<file path="src/rtl/shift_rotate_pkg.sv">
// Shared types for the pipelined shift/rotate unit: operation modes and the
// per-stage payload that travels down the pipe alongside each operation.
package shift_rotate_pkg;

    // Default operand geometry; the payload struct is sized from these, so the
    // top-level WIDTH/TAG_W defaults must track them.
    localparam int SR_WIDTH = 32;
    localparam int SR_TAG_W = 4;
    localparam int SR_AW    = $clog2(SR_WIDTH);

    typedef enum logic [1:0] {
        MODE_SHR  = 2'b00,
        MODE_ROTR = 2'b01,
        MODE_SHL  = 2'b10,
        MODE_SAR  = 2'b11
    } sr_mode_e;

    typedef struct packed {
        logic [SR_WIDTH-1:0] data;
        logic [SR_AW-1:0]    amount;
        sr_mode_e            mode;
        logic [SR_TAG_W-1:0] tag;
        logic                sign;
    } sr_payload_t;

endpackage

</file>
<file path="src/rtl/shift_rotate_stage.sv">
// One pipeline stage: conditionally moves the operand by 2^STAGE according to
// the mode, then registers the payload when the stage is allowed to load.
module shift_rotate_stage
    import shift_rotate_pkg::*;
#(
    parameter int STAGE = 0
) (
    input  logic        clk,
    input  logic        rst,
    input  logic        load_i,
    input  logic        valid_i,
    input  sr_payload_t payload_i,
    output logic        valid_o,
    output sr_payload_t payload_o
);

    localparam int DIST = 1 << STAGE;

    logic                valid_q;
    sr_payload_t         payload_q;
    sr_payload_t         payload_d;
    logic [SR_WIDTH-1:0] moved;

    // SAR fills from the operand's original MSB, captured once at entry.
    always_comb begin
        payload_d = payload_i;
        case (payload_i.mode)
            MODE_SHR:  moved = payload_i.data >> DIST;
            MODE_SHL:  moved = payload_i.data << DIST;
            MODE_SAR:  moved = (payload_i.data >> DIST)
                             | ({SR_WIDTH{payload_i.sign}} << (SR_WIDTH - DIST));
            MODE_ROTR: moved = (payload_i.data >> DIST)
                             | (payload_i.data << (SR_WIDTH - DIST));
            default:   moved = payload_i.data;
        endcase
        if (payload_i.amount[STAGE]) begin
            payload_d.data = moved;
        end
    end

    // Bubbles move the valid bit only, so held results and the post-reset
    // output value are not disturbed by don't-care input data.
    always_ff @(posedge clk) begin
        if (rst) begin
            valid_q   <= 1'b0;
            payload_q <= '0;
        end else if (load_i) begin
            valid_q <= valid_i;
            if (valid_i) begin
                payload_q <= payload_d;
            end
        end
    end

    assign valid_o   = valid_q;
    assign payload_o = payload_q;

endmodule

</file>
<file path="src/rtl/shift_rotate_pipe.sv">
// Pipelined run-time shift/rotate unit with valid/ready flow control, bubble
// collapse and a passthrough tag; AW stages, one result per clock.
module shift_rotate_pipe
    import shift_rotate_pkg::*;
#(
    parameter int  WIDTH = SR_WIDTH,
    parameter int  TAG_W = SR_TAG_W,
    localparam int AW    = $clog2(WIDTH)
) (
    input  logic             clk,
    input  logic             rst,
    input  logic             in_valid,
    output logic             in_ready,
    input  logic [WIDTH-1:0] in_data,
    input  logic [AW-1:0]    in_amount,
    input  logic [1:0]       in_mode,
    input  logic [TAG_W-1:0] in_tag,
    output logic             out_valid,
    input  logic             out_ready,
    output logic [WIDTH-1:0] out_data,
    output logic [TAG_W-1:0] out_tag
);

    logic [AW-1:0] stage_valid;
    logic [AW-1:0] stage_vin;
    logic [AW-1:0] advance;
    sr_payload_t   stage_in  [AW];
    sr_payload_t   stage_out [AW];
    sr_payload_t   head;
    logic          unused_last_fields;

    always_comb begin
        head.data   = in_data;
        head.amount = in_amount;
        head.mode   = sr_mode_e'(in_mode);
        head.tag    = in_tag;
        head.sign   = in_data[WIDTH-1];
    end

    // A stage loads when empty or when its successor loads; the last stage
    // follows out_ready, which makes out_ready -> in_ready combinational.
    always_comb begin
        advance = '0;
        for (int k = AW - 1; k >= 0; k--) begin
            if (k == AW - 1) begin
                advance[k] = ~stage_valid[k] | out_ready;
            end else begin
                advance[k] = ~stage_valid[k] | advance[k+1];
            end
        end
    end

    generate
        for (genvar gi = 0; gi < AW; gi++) begin : g_stage
            if (gi == 0) begin : g_head
                assign stage_vin[gi] = in_valid;
                assign stage_in[gi]  = head;
            end else begin : g_link
                assign stage_vin[gi] = stage_valid[gi-1];
                assign stage_in[gi]  = stage_out[gi-1];
            end

            shift_rotate_stage #(
                .STAGE (gi)
            ) u_stage (
                .clk       (clk),
                .rst       (rst),
                .load_i    (advance[gi]),
                .valid_i   (stage_vin[gi]),
                .payload_i (stage_in[gi]),
                .valid_o   (stage_valid[gi]),
                .payload_o (stage_out[gi])
            );
        end
    endgenerate

    assign in_ready  = advance[0];
    assign out_valid = stage_valid[AW-1];
    assign out_data  = stage_out[AW-1].data;
    assign out_tag   = stage_out[AW-1].tag;

    assign unused_last_fields = ^{stage_out[AW-1].amount, stage_out[AW-1].mode,
                                  stage_out[AW-1].sign};

endmodule

</file>
<file path="config.mk">
export PLATFORM = sky130hd
export DESIGN_NAME = shift_rotate_pipe
export DESIGN_NICKNAME = d
export VERILOG_FILES = /design/src/rtl/shift_rotate_pkg.sv /design/src/rtl/shift_rotate_stage.sv /design/src/rtl/shift_rotate_pipe.sv
export SDC_FILE = /design/constraint.sdc
export NUM_CORES = 1
export LEC_CHECK = 0
export CORE_MARGIN = 2
export CORE_UTILIZATION = 55
export CTS_BUF_LIST = sky130_fd_sc_hd__clkbuf_8
export CTS_CLUSTER_SIZE = 25
export DETAILED_ROUTE_END_ITERATION = 8
export DONT_BUFFER_PORTS = 1
export GPL_TIMING_DRIVEN = 1
export PLACE_DENSITY = 0.66
export SLEW_MARGIN = 40
export SYNTH_ARGS = -nofsm -noshare
export SYNTH_HDL_FRONTEND = slang
export SYNTH_SLANG_ARGS = --single-unit
</file>
<file path="constraint.sdc">
create_clock -name clk -period 4 [get_ports clk]
set_clock_uncertainty 0.2 [all_clocks]
set_input_delay 0.8 -clock clk [delete_from_list [all_inputs] [get_ports clk]]
set_output_delay 0.8 -clock clk [all_outputs]
set_load 0.1 [all_outputs]
</file>
## After elaboration in Yosys (flattened, before gate mapping)

Index checks and enable logic that the tools add are counted.

- Logic and storage cells: 82
- Memories: 0
- Output and inout port bits: 38
- Bits in registers: 217
- Input port bits: 47
- Bits in writable memories: 0
- ROM bits: 0
- Latch bits: 0

- Div/mod/pow operators: 0
- Reduce and logical (&&, ||, !) cells: 10
- Order comparisons: 0
- Bitwise gates (word level): 20
- Equal/unequal tests: 15
- Shift-type cells: 0
- Add/subtract/negate cells: 0
- Multiplexer cells: 10
- Multiply operators: 0

Operators by type and width:

| operator | number |
|---|---|
| $pmux W32 S4 | 5 |
| $mux W32 | 5 |
| $or A16 B32 Y32 | 2 |
| $or A24 B32 Y32 | 2 |
| $or A28 B32 Y32 | 2 |
| $or A30 B32 Y32 | 2 |
| $or A31 B32 Y32 | 2 |
| $eq A2 B2 Y1 const B | 10 |
| $eq A2 B1 Y1 const B | 5 |
| $logic_not A2 Y1 | 5 |
| $reduce_and A2 Y1 | 5 |
| $not A1 Y1 | 5 |
| $or A1 B1 Y1 | 5 |

## Longest topological paths before layout

- Word-level depth: 7
- Mapped depth: 7
- Depth with buffers taken out: 4

## Cells and area by module

Synthesis repeated with hierarchy kept, for this count alone.

- Cells, all modules: 1383
- Area, all modules: 12431.9 um^2

Modules (own cells, without submodules):

| module | sequential area each (um^2) | area each (um^2) | cells an instance | instances |
|---|---|---|---|---|
| shift_rotate_stage at g_stage[1].u_stage | 900.9 | 2720.1 | 281 | 1 |
| shift_rotate_stage at g_stage[2].u_stage | 900.9 | 2595.0 | 281 | 1 |
| shift_rotate_stage at g_stage[0].u_stage | 900.9 | 2448.6 | 279 | 1 |
| shift_rotate_stage at g_stage[3].u_stage | 900.9 | 2366.0 | 273 | 1 |
| shift_rotate_stage at g_stage[4].u_stage | 900.9 | 2267.2 | 263 | 1 |
| shift_rotate_pipe | 0.0 | 35.0 | 6 | 1 |

## Worst setup path before layout

OpenSTA, ideal clock, no wires.

- Path kind: register to output
- Start point: register g_stage[4].u_stage.valid_q
- End point: output port in_ready
- Slack: 867 ps
- Data arrival time: 2133 ps
- Stages on the path, launching flop included: 3
- Required time: 3000 ps
- Path buffers: 0
- Cells stage by stage: dfxtp_1 and4b_1 nand3_1

- Cells in the longest elaborated chain, start to end: 6

Ends and longest elaborated chain:

| element | line | RTL |
|---|---|---|
| start, declared | shift_rotate_stage.sv:19 | `logic valid_q;` |
| start signal, assigned | shift_rotate_stage.sv:48 | `valid_q <= valid_i;` |
| $not A1 Y1 | -- |  |
| $or A1 B1 Y1 | shift_rotate_pipe.sv:46 | `advance[k] = ~stage_valid[k] \| out_ready;` |
| $or A1 B1 Y1 (4 in series) | shift_rotate_pipe.sv:48 | `advance[k] = ~stage_valid[k] \| advance[k+1];` |
| end, declared | shift_rotate_pipe.sv:13 | `output logic in_ready,` |

Every way passes these cells.

## Worst setup path in the final report

Ends and elaborated chain as after synthesis.

==> impl_metrics.json <==
{
  "holdCritStartpoint": "rst",
  "clock_latency_ns": 0.53,
  "met3_usage_pct": 4.92,
  "report.final.setup_viol": 0,
  "grt_pass1_wl_um": 42000,
  "floorplan.core_area_um2": 18000,
  "leakage_nw": 3.89,
  "worst_hold_slack_across_all_endpoints_ns": 0.157,
  "power.ir.vdd_worst_uv": 264,
  "routed_wl_per_cell_um": 17.6,
  "placed_area_um2": 10100,
  "synth_seq_cells": 207,
  "comb_power_share_pct": 6.1,
  "ctsRootBufferMaster": "sky130_fd_sc_hd__clkbuf_8",
  "class_of_the_worst_hold_path": "in2reg",
  "met1_usage_pct": 35.9,
  "synthDominantCellAreaShare_pct": 41.0,
  "worst_ep_required_time_ns": 3.00,
  "detailroute.via_count": 8853,
  "synth_async_sr_flop_share_pct": 0,
  "dieArea_um2": 19500,
  "synth_largest_area_cell": "sky130_fd_sc_hd__dfxtp_1",
  "timing.fmax_ghz": 0.343,
  "tritoncts.num_buffers": 36,
  "worst_path_max_stage_delay_ns": 0.41,
  "post_cts_resized": 0,
  "vias_in_the_first_global_route": 8038,
  "switchingPower_mw": 1.11,
  "clock_path_buffers": 3,
  "crit_path_cell_trace": "buf_4 > and4b_1 > nand3_1 > buf_4",
  "global_route.peak_usage_layer": "met2",
  "design_area_um2": 10800,
  "drt-vias-per-instance": 6.00,
  "track_usage_pct": 25.8,
  "postRouteAntennaNets": 0,
  "p_seq_share_pct": 51.1,
  "cellPowerDensity_nw_per_um2": 403,
  "switching_share_pct": 25.5,
  "worst-slew-pin-transition_ns": 0.775,
  "critical_path.reg2reg.startpoint": "g_stage[4].u_stage.valid_o",
  "startpoint": "g_stage[4].u_stage.valid_o",
  "synthesis.instances": 1290,
  "numPortBuffers": 0,
  "horizontal_extent_of_the_die_um": 140,
  "timing.critical_path.to_type": "primary output",
  "postSynthAreaPerCell_um2": 7.84,
  "sort_of_element_at_the_start_of_the_critical_path": "register",
  "timing.critical_path.arrival_ns": 1.91,
  "synth_fp_nets": 1337,
  "routed_wl_um": 26000,
  "floorplan.rows": 49,
  "antenna_found_initial": 0,
  "yosys.cell_types.count": 35,
  "worst_setup_hold_path_clk_slew_ns": 0.06,
  "worst-setup-path-type": "reg2out",
  "htreeDepth": 2,
  "post_cts_hold_buffer_count": 0,
  "syn_area_um2": 10100,
  "remaining_drc_errors": 0,
  "timing.critical_path.max_delay_family": "buffers and inverters",
  "drive_above_1_share_pct": 10.0,
  "cts_sinks": 207,
  "synth.yosys.warnings": 0,
  "detail_route.first_pass.iterations": 8,
  "maximum_capacitance_violations": 0,
  "timing.final.crit_period_ns": 2.91,
  "detailedPlacementHpwl_um": 17200,
  "final_hold_viol_count": 0,
  "nNetsFinal": 1268,
  "sequential_to_total_area_share_from_yosys_stat_pct": 41.0,
  "synth-edff-count": 0,
  "grt.met2_usage_pct": 41.2,
  "grt_max_degree": 232,
  "cts_tree": "yes",
  "post_cts.repair.setup_buffers": 0,
  "crit_fanout": 5,
  "tns_ns": 0,
  "unrepaired_setup_endpoints_after_global_routing": "false",
  "pin_count": 85,
  "start_util_pct": 56.1,
  "synth_area_leaders": "sky130_fd_sc_hd__dfxtp_1 (41%), sky130_fd_sc_hd__nand2_1 (10%), sky130_fd_sc_hd__a21oi_1 (8.3%), sky130_fd_sc_hd__nor2_1 (6.0%), sky130_fd_sc_hd__mux2i_1 (5.9%)",
  "max_slew_margin_pct": 48.3,
  "internal_power_mw": 3.24,
  "slew_violations": 0,
  "drt_first_iter_violations": 806,
  "die_height_um": 140,
  "synth_to_layout_area_growth_pct": 6.73,
  "ys_flop_type": "sky130_fd_sc_hd__dfxtp_1",
  "critPathSlowestCell": "sky130_fd_sc_hd__and4b_1",
  "post-route-period-util_pct": 72.9,
  "status": "completed",
  "grt.overflow.total": 0,
  "fin_total_pwr_mw": 4.35,
  "share_clk_of_total_power_pct": 42.7,
  "critical_path_buffers_and_inverters": 2,
  "routabilityCongestion": 0.799,
  "diodes": 0,
  "crit_path_frequent_cell": "sky130_fd_sc_hd__buf_4"
}
==> path summary, 6_finish.rpt <==
| path | end | slack [ns] | depth (start not counted) |
|---|---|---|---|
| worst max register to register | g_stage[0].u_stage.payload_o[23] | 1.53 | 6 |
| worst min-delay path | g_stage[4].u_stage.payload_o[22] | 0.16 | 1 |
| worst min register to register | g_stage[2].u_stage.payload_o[2] | 0.25 | 2 |
| worst max-delay path | in_ready | 1.09 | 4 |
==> metrics by stage <==
stage,setup WS (ns),instances,utilization (%)
floorplan,0.867,1290,-
global placement,1.39,1412,55.5
detailed placement,1.34,1412,56.0
CTS,1.06,1475,59.8
global route,0.972,1475,59.9
finish,1.09,1475,59.9
==> registers in the layout, summed over array words and instances (netlist names) <==
signal                     count
g_stage.u_stage.payload_o    202
g_stage.u_stage.valid_o        5
==> cell families after synthesis <==
family | Yosys count | share of synthesized area [%]
muxes | 68 | 6.83
DFF | 207 | 41.0
xor gates and xnor gates | 1 | 0.161
buffers and inverters | 132 | 5.68
AOI/OAI and AO/OA | 347 | 24.0
and+or+nand+nor | 535 | 22.4
==> per-layer routing <==
layer | wire length, um | share of wire (%)
met5 | 0 | 0
met4 | 535 | 2.1
met3 | 1460 | 5.6
met2 | 12000 | 46
met1 | 11900 | 46
==> cells in the final DEF (no fill, tap or decap), types with 3 or more instances in the layout <==
master / instances
sky130_fd_sc_hd__a211o_1: 58
sky130_fd_sc_hd__o211ai_1: 4
sky130_fd_sc_hd__clkbuf_8: 44
sky130_fd_sc_hd__and3_1: 8
sky130_fd_sc_hd__o41ai_1: 24
sky130_fd_sc_hd__nor3_1: 33
sky130_fd_sc_hd__a311oi_1: 7
sky130_fd_sc_hd__nor2_1: 161
sky130_fd_sc_hd__a211oi_1: 8
sky130_fd_sc_hd__nand2_1: 271
sky130_fd_sc_hd__mux2i_1: 60
sky130_fd_sc_hd__nand3_1: 3
sky130_fd_sc_hd__buf_4: 17
sky130_fd_sc_hd__a311o_1: 44
sky130_fd_sc_hd__dfxtp_1: 169
sky130_fd_sc_hd__dfxtp_2: 37
sky130_fd_sc_hd__o21ai_0: 6
sky130_fd_sc_hd__mux2_2: 8
sky130_fd_sc_hd__nand3b_1: 31
sky130_fd_sc_hd__inv_1: 22
sky130_fd_sc_hd__a221oi_1: 24
sky130_fd_sc_hd__inv_6: 3
sky130_fd_sc_hd__a21oi_1: 167
sky130_fd_sc_hd__nor2b_1: 15
==> layout make-up <==
type / instances / area (um^2)
fillers: 1717 / 7230
multi-input cells: 951 / 5460
flip-flops and latches: 207 / 4190
clock buffers: 44 / 606
well taps: 229 / 287
repair buffers: 17 / 128
clock inverters: 19 / 87.6
inverters: 8 / 30.0
==> synth_stat cells (3+ instances only) <==
library cell,n
sky130_fd_sc_hd__a311oi_1,7
sky130_fd_sc_hd__o41ai_1,24
sky130_fd_sc_hd__buf_1,3
sky130_fd_sc_hd__mux2i_1,60
sky130_fd_sc_hd__nor3_1,33
sky130_fd_sc_hd__dfxtp_1,207
sky130_fd_sc_hd__a221oi_1,24
sky130_fd_sc_hd__nor2b_1,16
sky130_fd_sc_hd__nand2_1,273
sky130_fd_sc_hd__o211ai_1,4
sky130_fd_sc_hd__nand3_1,3
sky130_fd_sc_hd__nand2b_1,5
sky130_fd_sc_hd__buf_2,34
sky130_fd_sc_hd__a311o_1,44
sky130_fd_sc_hd__a211o_1,58
sky130_fd_sc_hd__a211oi_1,8
sky130_fd_sc_hd__o21ai_0,6
sky130_fd_sc_hd__mux2_2,8
sky130_fd_sc_hd__and3_1,8
sky130_fd_sc_hd__buf_4,9
sky130_fd_sc_hd__nand3b_1,31
sky130_fd_sc_hd__clkbuf_1,76
sky130_fd_sc_hd__a21oi_1,167
sky130_fd_sc_hd__inv_1,7
sky130_fd_sc_hd__nor2_1,162
==> power groups by stage <==
| stage | sequential (mW) | combinational [mW] | clock [mW] |
|---|---|---|---|
| global placement | 2.27 | 0.259 | 0 |
| detailed placement | 2.27 | 0.266 | 0 |
| CTS | 2.23 | 0.267 | 1.90 |
| global route | 2.23 | 0.302 | 1.97 |
| floorplan | 2.23 | 0.282 | 0 |
| finish | 2.23 | 0.266 | 1.86 |
No activity file was read; power rests on OpenSTA's default activity.
